File: src/rtl/alu_operand_issuer.sv
// Operand issuer for the registered ALU/shifter units: launches one operation at a time,
// waits RESULT_LATENCY cycles, then holds the captured result under a valid/ready handshake.
module alu_operand_issuer #(
    parameter int RESULT_LATENCY = 1
) (
    input  logic        soc_clk,
    input  logic        reset_n,
    input  logic        issue_valid,
    output logic        issue_ready,
    input  logic [4:0]  issue_op,
    input  logic [31:0] issue_rs1,
    input  logic [31:0] issue_rs2,
    input  logic [4:0]  issue_rd,
    output logic        dat_ready,
    output logic [31:0] ALU_dat1,
    output logic [31:0] ALU_dat2,
    output logic [4:0]  Instruction_to_ALU,
    input  logic [31:0] ALU_result,
    output logic        wb_valid,
    input  logic        wb_ready,
    output logic [4:0]  wb_rd,
    output logic [31:0] wb_data
);

    localparam logic [3:0] LAT = 4'(RESULT_LATENCY);

    typedef enum logic [1:0] {
        IDLE   = 2'd0,
        LAUNCH = 2'd1,
        WAIT   = 2'd2,
        HOLD   = 2'd3
    } state_t;

    state_t      state;
    state_t      state_nxt;
    logic [3:0]  wait_cnt;
    logic [4:0]  rd_p0;
    logic        accept;
    logic        capture;

    // A retire in HOLD frees the operand registers, so a new op can be taken at the same edge.
    assign issue_ready = (state == IDLE) || ((state == HOLD) && wb_ready);
    assign accept      = issue_valid && issue_ready;
    // Treating a zero count like one keeps an out-of-range latency from locking up in WAIT.
    assign capture     = (state == WAIT) && (wait_cnt <= 4'd1);

    always_ff @(posedge soc_clk or negedge reset_n) begin
        if (!reset_n) begin
            state <= IDLE;
        end else begin
            state <= state_nxt;
        end
    end

    always_comb begin
        state_nxt = state;
        dat_ready = 1'b0;
        wb_valid  = 1'b0;
        case (state)
            IDLE: begin
                if (accept) state_nxt = LAUNCH;
            end
            LAUNCH: begin
                dat_ready = 1'b1;
                state_nxt = WAIT;
            end
            WAIT: begin
                if (capture) state_nxt = HOLD;
            end
            HOLD: begin
                wb_valid = 1'b1;
                if (wb_ready) state_nxt = accept ? LAUNCH : IDLE;
            end
            default: state_nxt = IDLE;
        endcase
    end

    always_ff @(posedge soc_clk or negedge reset_n) begin
        if (!reset_n) begin
            wait_cnt <= 4'd0;
        end else if (state == LAUNCH) begin
            wait_cnt <= LAT;
        end else if ((state == WAIT) && (wait_cnt != 4'd0)) begin
            wait_cnt <= wait_cnt - 4'd1;
        end
    end

    // Operands only move on accept so the ALU inputs stay frozen while a unit computes.
    always_ff @(posedge soc_clk or negedge reset_n) begin
        if (!reset_n) begin
            ALU_dat1           <= 32'h0;
            ALU_dat2           <= 32'h0;
            Instruction_to_ALU <= 5'h0;
            rd_p0              <= 5'h0;
            wb_data            <= 32'h0;
            wb_rd              <= 5'h0;
        end else begin
            if (accept) begin
                ALU_dat1           <= issue_rs1;
                ALU_dat2           <= issue_rs2;
                Instruction_to_ALU <= issue_op;
                rd_p0              <= issue_rd;
            end
            if (capture) begin
                wb_data <= ALU_result;
                wb_rd   <= rd_p0;
            end
        end
    end

endmodule

File: config.mk
export PLATFORM = sky130hd
export DESIGN_NAME = alu_operand_issuer
export DESIGN_NICKNAME = d
export VERILOG_FILES = /design/src/rtl/alu_operand_issuer.sv
export SDC_FILE = /design/constraint.sdc
export NUM_CORES = 1
export LEC_CHECK = 0
export CAP_MARGIN = 0
export CORE_ASPECT_RATIO = 0.9
export CORE_MARGIN = 3
export CORE_UTILIZATION = 41
export CTS_CLUSTER_DIAMETER = 60
export DETAILED_ROUTE_END_ITERATION = 8
export PLACE_DENSITY_LB_ADDON = 0.15
export SETUP_SLACK_MARGIN = 0.1
export SYNTH_ARGS = -nofsm -noshare
export SYNTH_HDL_FRONTEND = slang
export SYNTH_SLANG_ARGS = --single-unit
File: constraint.sdc
create_clock -name soc_clk -period 1.9 [get_ports soc_clk]
set_input_delay 0.38 -clock soc_clk [delete_from_list [all_inputs] [get_ports soc_clk]]
set_output_delay 0.38 -clock soc_clk [all_outputs]
set_load 0.01 [all_outputs]
==> results by group <==
Finish
  • # diodes: 0
  • Util after Layout: 71.8%
  • Final Cell Area: 7890 um2
  • Share of layout cells above drive strength 1: 33.5%
  • Nets@finish: 648
  • Final Non-Filler Cells: 695
  • Syn-to-layout area delta: 67.8%

Synthesis
  • Post-Synth XOR/XNOR Area: 0.559%
  • Post-synthesis simple-gate area fraction: 1.84%
  • Syn Area/Cell: 16.8 um2
  • #FFs+latches synth: 117
  • Synth area leader: dfrtp_1
  • Syn Inst Count: 280
  • Syn. warnings: 0
  • Top_reg_cell synth: dfrtp_1
  • Post-Synthesis Net Count: 398
  • Cell variety after synth: 25
  • Seq/Total Area, Yosys: 62.2%
  • Largest family of logic cells by synthesized area: multiplexers
  • Mapped cell area: 4700 um2
  • Synth Area in Adders: 2.13%
  • Post-synth EDFFs: 0
  • Synth top area share: 62.2%
  • Synth top area cells: dfrtp_1 (62%), mux2_2 (19%), mux2_4 (9.6%), buf_6 (2.4%), ha_1 (2.1%)
  • Commonest cells post-synth: dfrtp_1 (117), mux2_2 (81), mux2_4 (30)
  • Post-synth ARST share: 100%
  • Compound-gate portion of the synthesized area: 1.30%
  • Mux share of post-synthesis cell area: 29.0%
  • Most frequent cell after synthesis: dfrtp_1

GRT
  • Met2 GRT Util: 31.2%
  • First-pass GRT wire length: 18600 um
  • Initial antenna violation count: 0
  • GRT met3 Usage: 9.04%
  • Grt met1 use: 22.0%
  • Largest net degree at the start of global routing: 41
  • GRT Overall Usage: 19.2%
  • GRT busiest layer: met2
  • GRT overflow: 0
  • Vias in the first global route: 3553

Die
  • I/O pins: 219
  • Die ar.: 12800 um2
  • CORE AREA: 11000 um2
  • Cell Rows: 36
  • Die width: 119 um
  • Initial Util: 42.8%
  • Die Ht: 108 um

Worst setup path
  • Largest delay share family, worst path: compound AO/OA/AOI/OAI gates
  • Max incr delay on CP: 0.48 ns
  • Critical Path AT: 2.04 ns
  • Reg2Reg Capture Point: state[1]$_DFFE_PN0P_
  • Reg2Reg Launch Point: wait_cnt[0]$_DFFE_PN0P_
  • Worst Path Buf+Inv: 1
  • Worst Setup End Kind: flop
  • Maximum fanout along the worst path: 4
  • Reg2Reg Depth: 6
  • Critical path class: reg2reg
  • Reg2reg setup slack: 0.16 ns
  • CP max-delay cell: o31ai_1
  • Worst path cell trace: inv_1 > ha_1 > nor2_1 > o31ai_1 > a21oi_1 > a31o_2
  • CP required: 2.20 ns
  • Critical Path Start Type: flop

Clock network
  • CTS max path bufs: 2
  • CTS tree: built
  • CTS buffer count: 17
  • Clock transition at the registers of the reported paths: 0.06 ns
  • Clock sink count: 117
  • Root Buffer Master: clkbuf_16
  • # H-tree levels: 4
  • Worst-skew pair later-pin latency: 0.42 ns

Power
  • LEAKAGE: 0.00349 uW
  • PD cells: 1830 nW/um2
  • VDD IR-drop max: 1060 uV

Run status
  • Status: completed

Timing
  • Setup TNS: 0 ns
  • Worst hold margin: 0.458 ns
  • Fin. max-slew vios: 0
  • Crit path time final: 1.74 ns
  • RSZ-0062 raised after global routing: false
  • Upper clock frequency limit: 0.574 GHz
  • Number of setup violations in the final report: 0
  • Skew final: 0.00848 ns
  • Worst slew pin tran: 0.570 ns
  • Worst rel slew slack: 61.7%
  • Final Hold Viols: 0
  • Final Cycle Share: 91.6%

Drt
  • Vias per cell: 4.77
  • Via count: 3313
  • Post-DRT Antenna Nets: 0
  • Drt pass-1 iters: 4
  • # DRC: 0
  • Avg WL per Cell: 17.8 um
  • Routed wire length: 12400 um
  • DR iter-0 viols: 149

Placed design
  • IO Port Bufs: 218
  • Gpl congestion: 0.719
  • Placed Area: 7140 um2
  • Post-DP HPWL: 8580 um
  • # placed instances: 653

Job
  • MaxCap Viol Count: 0

Worst hold path
  • Hold Crit Class: in2async
[layout make-up]
type | count | area [um2]
clock inverters | 9 | 97.6
fillers | 811 | 3100
flip-flops and latches | 117 | 2930
well taps | 152 | 190
multi-input cells | 146 | 1660
repair buffers | 242 | 2490
inverters | 6 | 22.5
clock buffers | 23 | 508
[flip-flops by register name (all words and copies together), names as in the netlist]
register	flops
ALU_dat1	32
ALU_dat2	32
wb_data	32
Instruction_to_ALU	5
rd_p0	5
wb_rd	5
wait_cnt	4
state	2
[where the power goes]
part / switching [uW] / total, uW / internal [uW]
logic: 2420 / 6740 / 4320
registers: 681 / 4470 / 3790
clock network: 1090 / 3220 / 2120
total: 4190 / 14400 / 10200
[cell families (layout without fill, tap and decap cells)]
kind of cell             count (synthesis)  in the layout
flip-flops                             117            117
buffers and inverters                   17            280
multiplexers                           111            111
AND/OR/NAND/NOR                         15             15
AO/OA/AOI/OAI                            9              9
XOR/XNOR                                 3              3
adder cells (fa/ha/maj)                  8              8
[worst reg2reg max path, cell delays in order, from the launching register on]
cell,delay [ns]
dfrtp_1,0.40
inv_1,0.13
ha_1,0.19
nor2_1,0.07
o31ai_1,0.48
a21oi_1,0.13
a31o_2,0.23
[how the worst max path moves through the flow]
stage                                  startpoint  slack (ns)  cells after the start                 endpoint
after floorplan              state[0]$_DFFE_PN0P_        0.20                      6  ALU_dat1[0]$_DFFE_PN0P_
after global placement                   wb_ready       -0.06                      3              issue_ready
after detailed placement                 wb_ready       -0.09                      3              issue_ready
after CTS                    state[0]$_DFFE_PN0P_        0.10                      3                dat_ready
after global routing      wait_cnt[0]$_DFFE_PN0P_        0.09                      6     state[1]$_DFFE_PN0P_
final                     wait_cnt[0]$_DFFE_PN0P_        0.16                      6     state[1]$_DFFE_PN0P_
[cells in the final DEF, fill, tap and decap left out, types with 2 or more instances in the layout]
cell type,instances
mux2_2,81
mux2_4,30
ha_2,3
buf_6,3
inv_2,2
inv_1,4
or2_2,2
xor2_1,2
buf_2,2
clkinv_2,6
nand2_1,2
nand3_1,2
clkbuf_8,6
clkbuf_16,20
a31oi_1,2
a21oi_1,2
nor2_1,3
ha_1,5
dfrtp_1,117
buf_4,12
buf_12,6
clkdlybuf4s50_1,214
bufinv_16,2
[timing repair]
action                                  CTS  global route
endpoints found under the setup margin    3            96
gates resized for setup                  12             7
hold endpoints to repair                 29             0
hold buffers                              1             0
pin swaps                                 0             0
setup buffers                             3             2
cloned                                    0             4
[through the flow]
stage | power, uW | setup WS, ns
after floorplan | 7650 | 0.202
after global placement | 10800 | -0.0639
after detailed placement | 11000 | -0.0866
after CTS | 14300 | 0.102
after global routing | 15200 | 0.0923
final | 14400 | 0.159
[layer usage]
| layer | part of all wire [%] | wire (um) |
|---|---|---|
| met1 | 40 | 4960 |
| met2 | 50 | 6190 |
| met3 | 7.8 | 969 |
| met4 | 1.9 | 234 |
| met5 | 0 | 0 |
Power figures use the tool's default switching activity.
